[config.mk]
export PLATFORM = sky130hd
export DESIGN_NAME = ram8_clr
export DESIGN_NICKNAME = d
export VERILOG_FILES = /design/src/rtl/ram8_clr.sv
export SDC_FILE = /design/constraint.sdc
export NUM_CORES = 1
export LEC_CHECK = 0
export CAP_MARGIN = 10
export CORE_MARGIN = 2
export CORE_UTILIZATION = 25
export DETAILED_ROUTE_END_ITERATION = 7
export GPL_ROUTABILITY_DRIVEN = 0
export HOLD_SLACK_MARGIN = 0.15
export PLACE_DENSITY_LB_ADDON = 0.3
export SYNTH_ARGS = -nofsm -noshare
export SYNTH_HDL_FRONTEND = slang
export SYNTH_SLANG_ARGS = --single-unit
[constraint.sdc]
create_clock -name i_clk -period 5.25 [get_ports i_clk]
set_input_delay 1.05 -clock i_clk [delete_from_list [all_inputs] [get_ports i_clk]]
set_output_delay 1.05 -clock i_clk [all_outputs]
set_load 0.03 [all_outputs]
[src/rtl/ram8_clr.sv]
// 8-word register file with one-hot write decode, 8-to-1 combinational read mux,
// and a sequenced clear that zeroes one word per cycle while busy is high.
module ram8_clr #(
  parameter int WIDTH = 16
) (
  input  logic             i_clk,
  input  logic             i_reset,
  input  logic [WIDTH-1:0] i_in,
  input  logic             i_load,
  input  logic [2:0]       i_address,
  input  logic             i_clear,
  output logic [WIDTH-1:0] o_out,
  output logic             o_busy
);

  typedef enum logic {
    ST_IDLE  = 1'b0,
    ST_SWEEP = 1'b1
  } state_t;

  state_t           r_state;
  state_t           w_state_nxt;
  logic [2:0]       r_cnt;
  logic [WIDTH-1:0] r_mem [8];
  logic [7:0]       w_wr_sel;
  logic [7:0]       w_clr_sel;

  always_comb begin
    w_state_nxt = r_state;
    w_wr_sel    = 8'd0;
    w_clr_sel   = 8'd0;
    case (r_state)
      ST_IDLE: begin
        // Load still lands on the same edge that starts a sweep.
        if (i_load)  w_wr_sel    = 8'd1 << i_address;
        if (i_clear) w_state_nxt = ST_SWEEP;
      end
      ST_SWEEP: begin
        w_clr_sel = 8'd1 << r_cnt;
        if (r_cnt == 3'd7) w_state_nxt = ST_IDLE;
      end
      default: w_state_nxt = ST_IDLE;
    endcase
  end

  always_ff @(posedge i_clk) begin
    if (i_reset) begin
      r_state <= ST_IDLE;
      r_cnt   <= 3'd0;
      for (int k = 0; k < 8; k++) r_mem[k] <= '0;
    end else begin
      r_state <= w_state_nxt;
      // Natural 3-bit wrap returns cnt to 0 exactly on the exit edge.
      r_cnt   <= (r_state == ST_SWEEP) ? r_cnt + 3'd1 : 3'd0;
      for (int k = 0; k < 8; k++) begin
        if (w_wr_sel[k])       r_mem[k] <= i_in;
        else if (w_clr_sel[k]) r_mem[k] <= '0;
      end
    end
  end

  assign o_out  = r_mem[i_address];
  assign o_busy = (r_state == ST_SWEEP);

endmodule

==> summary.txt, run 1 <==
STA
  • Unrepaired setup endpoints after global routing: false
  • Clk_skew: 0.0103 ns
  • Final setup violation count: 0
  • Max Clk Rate: 222 MHz
  • Min Clock Period, post-route: 4.51 ns
  • Setup TNS Final: 0 ns
  • Measured slew at the worst slew-check pin: 1.14 ns
  • Period utilization: 85.9%
  • Worst slew margin: 23.9%
  • Slew Viols, Final: 0
  • Final-report hold violation count: 0

Global routing
  • Vias in the first global route: 3933
  • Largest net degree at the start of global routing: 21
  • Antenna violations before repair: 1
  • M1 GR Usage: 15.5%
  • Total GRT Usage: 12.6%
  • GR peak layer: met2
  • Met2 Use GR: 21.3%
  • Total congestion overflow: 0
  • M3 GR Usage: 3.33%
  • Global-route wire length before repair: 23400 microns

Hold path
  • Worst min path class: flip-flop to flip-flop

Logic synthesis
  • Post-synth ARST share: 0%
  • Sequential area share after synthesis: 63.8%
  • Synth Warn #: 0
  • Synth unique cells: 39
  • Main synth FF type: edfxtp_1
  • Net count after synthesis: 453
  • Yosys reg bits: 132
  • Post-Synthesis Cells: 424
  • Syn_area_per_cell: 14.5 sq um
  • Post-synth EDFFs: 128
  • Mapped Area: 6150 sq um

Route
  • Vias: 3604
  • Post-Route WL: 15400 microns
  • Vias per Instance: 4.44
  • # DRC: 0
  • Detail Route Antenna Nets: 0
  • First-pass iteration count of the detailed router: 4
  • Initial DRC Count: 240
  • Avg WL per Cell: 19.0 microns

Floorplan
  • Die Ht: 161 microns
  • Starting Density: 25.4%
  • Std-Cell Rows: 57
  • Die ar.: 25900 sq um
  • Core area: 24200 sq um
  • IO Pins: 40
  • Die W: 161 microns

Setup path
  • Slowest-stage cell, CP: clkdlybuf4s50_1
  • CP bufs+invs: 2
  • Kind of critical path: primary input to output pin
  • CP endpoint kind: output pin
  • Crit Path Max Fanout: 13
  • CP startpoint kind: primary input
  • Crit path top cell by count: clkdlybuf4s50_1
  • Family with the most delay on the worst path: buffers and inverters
  • CP Cell Sequence: clkdlybuf4s50_1 -> or2_2 -> o22ai_1 -> a221oi_1 -> clkdlybuf4s50_1
  • CP max stage delay: 0.76 ns
  • CP arrival: 3.46 ns
  • Worst Path Required: 4.20 ns

Pwr
  • Peak supply drop: 0.227 mV
  • Pleak: 2.75 nW
  • PD cells: 368 nW/um^2

Clock tree
  • Clock latency on the worst-skew pair: 0.43 ns
  • TritonCTS buffer count: 17
  • Hold_buf cts: 0
  • TritonCTS clock tree: done
  • Clock Path Buffers: 2
  • TritonCTS Sinks: 132
  • Post-cts repair resize count: 0
  • Htree depth: 4
  • CTS root buf: clkbuf_16
  • Postcts setup bufs: 0
  • Clk pin slew, worst setup/hold paths: 0.06 ns

Finish
  • Fill count: 2442
  • Synthesis-to-finish area growth: 23.5%
  • Share of cells above drive strength 1: 19.3%
  • Final #Nets: 502
  • Final non-filler cell total: 811
  • Final core utilization: 31.3%

Job
  • Max Cap Viol: 0

Placed design
  • PortBufs: 39
  • Cells after DPL: 778
  • Dpl hpwl: 9740 microns

Run status
  • Run status: finished, final reports clean
==> final timing paths <==
check                                  start  slack, ns  cells after the start          end
worst min-delay path                r_cnt[0]       0.49                      1     r_cnt[0]
worst min register to register      r_cnt[0]       0.49                      1     r_cnt[0]
worst max register to register        o_busy       2.50                      3  r_mem[0][9]
worst max-delay path            i_address[0]       0.74                      5    o_out[11]
==> through the flow <==
step / hold WS (ns) / total power (W) / cell area [sq um] / setup WS, ns
after floorplan: 0.433 / 0.00140 / 6150 / 1.44
after global placement: 0.448 / 0.00151 / 6940 / 0.679
after detailed placement: 0.472 / 0.00152 / 6940 / 0.701
after CTS: 0.486 / 0.00282 / 7590 / 0.686
after global routing: 0.534 / 0.00289 / 7590 / 0.509
final: 0.486 / 0.00279 / 7600 / 0.739
==> area by class of cell <==
cell class | instances | area [sq um] | area share [%]
repair buffers | 54 | 510 | 6.72
flip-flops and latches | 132 | 3920 | 51.7
clock inverters | 15 | 228 | 3.00
multi-input cells | 261 | 2070 | 27.3
inverters | 7 | 26.3 | 0.346
clock buffers | 17 | 425 | 5.60
well taps | 324 | 405 | 5.34
diodes | 1 | 2.50 | 0.0329
==> cell usage in the layout, fill, tap and decap left out, types with 3 or more instances in the layout <==
master / n
a211o_1: 4
a211oi_1: 6
a221oi_1: 6
a31oi_1: 3
and2_1: 128
buf_4: 14
bufinv_16: 5
clkbuf_16: 17
clkdlybuf4s50_1: 38
clkinv_4: 3
dfxtp_1: 4
edfxtp_1: 128
ha_1: 6
inv_1: 7
inv_6: 3
mux2_2: 23
mux2i_1: 12
mux4_2: 10
nand2_1: 6
nand2b_1: 5
nor2_1: 5
nor2_4: 4
nor2b_1: 3
o21ai_0: 3
o22ai_1: 13
o2bb2ai_1: 6
==> per-layer routing <==
layer,vias to the layer above,routed length [microns]
li1,1674,-
met1,1833,6680
met2,80,7780
met3,17,745
met4,0,216
met5,-,0
==> synthesized netlist by cell type, types with 5 or more instances <==
master / n / share of area [%]
inv_1: 7 / 0.43
ha_1: 6 / 1.2
buf_2: 7 / 0.57
edfxtp_1: 128 / 63
mux2_2: 23 / 4.2
mux4_2: 10 / 3.7
a211oi_1: 6 / 0.73
and2_1: 128 / 13
o22ai_1: 13 / 1.3
o2bb2ai_1: 6 / 0.85
nand2b_1: 5 / 0.51
o21ai_0: 5 / 0.41
nand2_1: 6 / 0.37
nor2_1: 5 / 0.31
buf_6: 5 / 0.92
clkbuf_1: 6 / 0.37
mux2i_1: 12 / 2.0
a221oi_1: 6 / 0.85
==> kinds of logic after synthesis <==
group | share of synthesized area [%]
compound gates | 5.66
fa+ha+maj | 1.22
buf+inv | 2.85
flops | 63.8
mux | 9.83
simple gates | 16.6
==> where the power goes <==
part           switching, W  internal, W
sequential        0.0000154      0.00121
combinational      0.000155     0.000106
clock              0.000456     0.000846
==> state kept, by name (all words and copies together), names as in the netlist <==
register / cells
r_mem: 128
o_busy: 1
r_cnt: 3
(Power assumes the default switching activity.)
==> inputs of run 2 (changes only) <==
- CTS_CLUSTER_DIAMETER: unset -> 60
- GPL_TIMING_DRIVEN: unset -> 0
==> summary.txt, run 2 (synthesized netlist as in run 1, its figures left out) <==
Run status
  • Run status: finished, final reports clean (unchanged)

Job
  • Max Cap Viol: 0 (unchanged)

STA
  • Final WS setup: 0.422 ns (was 0.739 ns)
  • Slew Viols, Final: 0 (unchanged)
  • Setup TNS Final: 0 ns (unchanged)
  • Period utilization: 92.0% (was 85.9%)
  • Unrepaired setup endpoints after global routing: false (unchanged)
  • Measured slew at the worst slew-check pin: 1.25 ns (was 1.14 ns)
  • Max Clk Rate: 207 MHz (was 222 MHz)
  • Final-report hold violation count: 0 (unchanged)
  • Min Clock Period, post-route: 4.83 ns (was 4.51 ns)
  • Hold_ws: 0.480 ns (was 0.486 ns)
  • Clk_skew: 0.00657 ns (was 0.0103 ns)
  • Worst slew margin: 16.4% (was 23.9%)
  • Final setup violation count: 0 (unchanged)

Global routing
  • Global-route wire length before repair: 25000 microns (was 23400 microns)
  • Largest net degree at the start of global routing: 17 (was 21)
  • Total congestion overflow: 0 (unchanged)
  • Total GRT Usage: 13.5% (was 12.6%)
  • Vias in the first global route: 4014 (was 3933)
  • Antenna violations before repair: 0 (was 1)

Setup path
  • CP arrival: 3.78 ns (was 3.46 ns)
  • CP Cell Sequence: clkdlybuf4s50_1 -> buf_2 -> buf_2 -> buf_2 -> o22ai_1 -> a211oi_1 -> clkdlybuf4s50_1 (was clkdlybuf4s50_1 -> or2_2 -> o22ai_1 -> a221oi_1 -> clkdlybuf4s50_1)
  • Slowest-stage cell, CP: clkdlybuf4s50_1 (unchanged)
  • CP bufs+invs: 5 (was 2)
  • Worst Path Required: 4.20 ns (about the same)
  • Crit Path Max Fanout: 10 (was 13)
  • Family with the most delay on the worst path: buffers and inverters (unchanged)
  • CP max stage delay: 0.74 ns (was 0.76 ns)
  • CP endpoint kind: output pin (unchanged)
  • Kind of critical path: primary input to output pin (unchanged)
  • CP startpoint kind: primary input (unchanged)
  • Crit path top cell by count: buf_2 (was clkdlybuf4s50_1)

Finish
  • Final core utilization: 31.1% (was 31.3%)
  • Multi-input logic area: 2080 sq um (was 2070 sq um)
  • Most frequent cells in the layout: and2_1, edfxtp_1, clkdlybuf4s50_1 (unchanged)
  • Number of diodes: 0 (was 1)
  • Biggest register: r_mem (unchanged)
  • Final Cell Area: 7530 sq um (was 7600 sq um)
  • Final #Nets: 516 (was 502)
  • Max reg flops: 128 (unchanged)
  • Synthesis-to-finish area growth: 22.5% (was 23.5%)
  • Share of cells above drive strength 1: 17.6% (was 19.3%)
  • Register area: 3920 sq um (unchanged)
  • Fill count: 2454 (was 2442)

Placed design
  • Dpl hpwl: 11000 microns (was 9740 microns)
  • PortBufs: 37 (was 39)
  • Post-DP Area: 7020 sq um (was 6940 sq um)
  • Pre-CTS setup slack: 0.387 ns (was 0.701 ns)

Clock tree
  • Clock Path Buffers: 2 (unchanged)
  • CTS root buf: clkbuf_16 (unchanged)
  • Clk pin slew, worst setup/hold paths: 0.05 ns (was 0.06 ns)
  • Postcts setup bufs: 0 (unchanged)
  • TritonCTS Sinks: 132 (unchanged)
  • Clock latency on the worst-skew pair: 0.42 ns (was 0.43 ns)
  • Hold_buf cts: 0 (unchanged)
  • Htree depth: 4 (unchanged)
  • Post-cts repair resize count: 0 (unchanged)
  • TritonCTS buffer count: 17 (unchanged)
  • TritonCTS clock tree: done (unchanged)

Route
  • # DRC: 0 (unchanged)
  • First-pass iteration count of the detailed router: 4 (unchanged)
  • Post-Route WL: 17000 microns (was 15400 microns)
  • Detail Route Antenna Nets: 0 (unchanged)
  • Avg WL per Cell: 20.7 microns (was 19.0 microns)
  • Vias per Instance: 4.57 (was 4.44)
  • Vias: 3765 (was 3604)
  • Initial DRC Count: 395 (was 240)

Floorplan
  • Starting Density: 25.4% (unchanged)
  • Die W: 161 microns (unchanged)
  • IO Pins: 40 (unchanged)
  • Core area: 24200 sq um (unchanged)
  • Die Ht: 161 microns (unchanged)
  • Std-Cell Rows: 57 (unchanged)
  • Die ar.: 25900 sq um (unchanged)

Pwr
  • Internal power: 0.00196 W (was 0.00217 W)
  • Logic gate share of total power: 10.8% (was 9.3%)
  • Clock network power share: 41.0% (was 46.6%)
  • Sw frac: 23.2% (was 22.4%)
  • PD cells: 338 nW/um^2 (was 368 nW/um^2)
  • Peak supply drop: 0.199 mV (was 0.227 mV)
  • Sequential power share: 48.2% (was 44.0%)
  • Net load switching power: 0.000592 W (was 0.000625 W)
  • Pleak: 2.73 nW (was 2.75 nW)

Hold path
  • Worst min path class: flip-flop to flip-flop (unchanged)
run 2: power groups by stage:
stage	clock, W	combinational (W)	sequential (W)
floorplan	0	0.000152	0.00125
global placement	0	0.000266	0.00125
detailed placement	0	0.000278	0.00125
CTS	0.00105	0.000279	0.00123
global route	0.00109	0.000295	0.00123
finish	0.00105	0.000275	0.00123
run 2: per-layer routing:
| metal | global-route usage (%) | up-vias | routed length (microns) |
|---|---|---|---|
| li1 | - | 1701 | - |
| met1 | 17.0 | 1929 | 7420 |
| met2 | 22.6 | 112 | 8510 |
| met3 | 3.25 | 23 | 766 |
| met4 | 5.32 | 0 | 351 |
| met5 | 0 | - | 0 |
run 2: path summary, 6_finish.rpt:
kind / from / end / slack (ns) / cells after the start
worst max-delay path: i_address[2] / o_out[2] / 0.42 / 7
worst min-delay path: r_cnt[0] / r_cnt[0] / 0.48 / 1
worst max register to register: r_cnt[0] / r_mem[7][14] / 1.94 / 6
worst min register to register: r_cnt[0] / r_cnt[0] / 0.48 / 1
run 2: cell type report:
| class | instances | share of cell area (%) |
|---|---|---|
| Clock inverter | 10 | 0.880 |
| Timing Repair Buffer | 44 | 5.91 |
| Sequential cell | 132 | 52.1 |
| Buffer | 24 | 1.98 |
| Clock buffer | 21 | 5.85 |
| Tap cell | 324 | 5.38 |
| Multi-Input combinational cell | 261 | 27.6 |
| Inverter | 7 | 0.349 |
run 2: worst reg2reg max path, stage by stage (launching register included):
cell and delay (ns):
dfxtp_1 0.34, ha_1 0.23, ha_1 0.18, a21oi_1 0.97, clkbuf_1 0.67, o21ai_2 0.40, buf_8 0.27
run 2: through the flow:
stage | total power [W] | instances
after floorplan | 0.00140 | 424
after global placement | 0.00152 | 785
after detailed placement | 0.00153 | 791
after CTS | 0.00256 | 822
after global routing | 0.00262 | 823
final | 0.00255 | 823
==> inputs of run 3 (changes only) <==
- CAP_MARGIN: 10 -> 40
==> summary.txt, run 3 (synthesized netlist as in run 1, its figures left out) <==
Finish
  • Share of cells above drive strength 1: 19.0% (was 17.6%)
  • Number of diodes: 0 (unchanged)
  • Max reg flops: 128 (unchanged)
  • Final non-filler cell total: 828 (was 823)
  • Synthesis-to-finish area growth: 24.1% (was 22.5%)
  • Final #Nets: 522 (was 516)
  • Fill count: 2457 (was 2454)
  • Biggest register: r_mem (unchanged)
  • Most frequent cells in the layout: and2_1, edfxtp_1, clkdlybuf4s50_1 (unchanged)
  • Final Cell Area: 7630 sq um (was 7530 sq um)

STA
  • Slew Viols, Final: 0 (unchanged)
  • Setup TNS Final: 0 ns (unchanged)
  • Unrepaired setup endpoints after global routing: false (unchanged)
  • Final setup violation count: 0 (unchanged)
  • Period utilization: 92.2% (was 92.0%)
  • Max Clk Rate: 207 MHz (about the same)
  • Hold_ws: 0.466 ns (was 0.480 ns)
  • Clk_skew: 0.00334 ns (was 0.00657 ns)
  • Final-report hold violation count: 0 (unchanged)
  • Min Clock Period, post-route: 4.84 ns (was 4.83 ns)
  • Measured slew at the worst slew-check pin: 0.783 ns (was 1.25 ns)
  • Worst slew margin: 47.8% (was 16.4%)

Setup path
  • CP arrival: 3.79 ns (was 3.78 ns)
  • Family with the most delay on the worst path: buffers and inverters (unchanged)
  • Worst reg-to-reg setup slack: 2.58 ns (was 1.94 ns)
  • CP bufs+invs: 5 (unchanged)
  • Cell count of the worst reg-to-reg path: 6 (unchanged)
  • Kind of critical path: primary input to output pin (unchanged)
  • Worst Path Required: 4.20 ns (about the same)
  • Reg2reg start: r_cnt[0] (unchanged)
  • CP max stage delay: 0.74 ns (about the same)
  • Slowest-stage cell, CP: clkdlybuf4s50_1 (unchanged)
  • R2r endpoint: r_mem[6][14] (was r_mem[7][14])
  • CP endpoint kind: output pin (unchanged)
  • Crit. Startpoint: i_address[2] (unchanged)
  • Crit path top cell by count: buf_2 (unchanged)
  • Worst path depth: 7 (unchanged)
  • CP startpoint kind: primary input (unchanged)
  • Crit path to: o_out[15] (was o_out[2])
  • Crit Path Max Fanout: 10 (unchanged)
  • CP Cell Sequence: clkdlybuf4s50_1 -> buf_2 -> buf_2 -> buf_2 -> o22ai_1 -> a211oi_1 -> clkdlybuf4s50_1 (unchanged)

Clock tree
  • Post-cts repair resize count: 0 (unchanged)
  • Clk pin slew, worst setup/hold paths: 0.05 ns (about the same)
  • TritonCTS Sinks: 132 (unchanged)
  • Htree depth: 4 (unchanged)
  • Postcts setup bufs: 0 (unchanged)
  • Clock Path Buffers: 2 (unchanged)
  • TritonCTS buffer count: 17 (unchanged)
  • Clock latency on the worst-skew pair: 0.42 ns (about the same)
  • TritonCTS clock tree: done (unchanged)
  • CTS root buf: clkbuf_16 (unchanged)
  • Hold_buf cts: 0 (unchanged)

Pwr
  • Pleak: 2.78 nW (was 2.73 nW)
  • Peak supply drop: 0.203 mV (was 0.199 mV)
  • Overall Power: 0.00255 W (about the same)
  • PD cells: 335 nW/um^2 (was 338 nW/um^2)

Hold path
  • HP Start: r_cnt[0] (unchanged)
  • Worst min path class: flip-flop to flip-flop (unchanged)

Job
  • Max Cap Viol: 0 (unchanged)

Route
  • First-pass iteration count of the detailed router: 5 (was 4)
  • Avg WL per Cell: 20.4 microns (was 20.7 microns)
  • Vias: 3757 (was 3765)
  • Detail Route Antenna Nets: 0 (unchanged)
  • Post-Route WL: 16900 microns (was 17000 microns)
  • # DRC: 0 (unchanged)
  • Vias per Instance: 4.54 (was 4.57)
  • Initial DRC Count: 368 (was 395)

Placed design
  • Cells after DPL: 798 (was 791)
  • PortBufs: 37 (unchanged)
  • Dpl hpwl: 11500 microns (was 11000 microns)
  • Post-DP Area: 7120 sq um (was 7020 sq um)

Global routing
  • Antenna violations before repair: 0 (unchanged)
  • Vias in the first global route: 3991 (was 4014)
  • Total GRT Usage: 13.5% (about the same)
  • Global-route wire length before repair: 24800 microns (was 25000 microns)
  • Total congestion overflow: 0 (unchanged)
  • Largest net degree at the start of global routing: 17 (unchanged)

Floorplan
  • IO Pins: 40 (unchanged)
  • Core area: 24200 sq um (unchanged)
  • Die Ht: 161 microns (unchanged)
  • Std-Cell Rows: 57 (unchanged)
  • Die W: 161 microns (unchanged)
  • Die ar.: 25900 sq um (unchanged)
  • Starting Density: 25.4% (unchanged)

Run status
  • Run status: finished, final reports clean (unchanged)
==> run 3: cell count changes in the layout (fill, tap and decap cells not counted), sizes merged <==
cell / previous run / this run
buf: 24 / 30
clkinv: 9 / 8
==> run 3: worst min path at each step <==
stage / slack (ns) / to / cells past startpoint
after global routing: 0.49 / r_cnt[0] / 1
after CTS: 0.47 / r_cnt[0] / 1
after floorplan: 0.43 / r_cnt[0] / 1
final: 0.47 / r_cnt[0] / 1
after global placement: 0.45 / r_cnt[0] / 1
after detailed placement: 0.46 / r_cnt[0] / 1
==> run 3: report_power, final <==
| group | switching [W] | internal, W |
|---|---|---|
| sequential | 0.0000145 | 0.00121 |
| clock | 0.000408 | 0.000633 |
| combinational | 0.000167 | 0.000118 |
==> run 3: through the flow <==
stage	setup WS, ns	utilization, %
final	0.411	31.5
after CTS	0.393	31.5
after detailed placement	0.398	29.4
after global placement	-0.895	28.6
after global routing	0.318	31.5
after floorplan	1.44	-
==> run 3: final cells by class <==
cell class / count / area, sq um / share of cell area (%)
sequential: 132 / 3920 / 51.4
tap: 324 / 405 / 5.31
timing repair buffer: 50 / 542 / 7.10
clock inverter: 9 / 65.1 / 0.853
clock buffer: 21 / 440 / 5.77
multi-input combinational: 261 / 2080 / 27.2
buffer: 24 / 149 / 1.95
inverter: 7 / 26.3 / 0.344
==> run 3: routing by layer <==
metal,global-route usage [%],share of wire (%),vias to the layer above
met5,0,0,-
met4,6.09,2.4,0
met3,3.23,4.7,29
met2,22.4,50,114
met1,16.7,43,1904
li1,-,-,1710
==> run 3: worst register-to-register path, cell delays in order (launching register included) <==
cell      delay, ns
dfxtp_1        0.38
inv_1          0.08
ha_1           0.22
a31oi_1        0.50
clkbuf_1       0.60
o21ai_2        0.39
buf_8          0.26
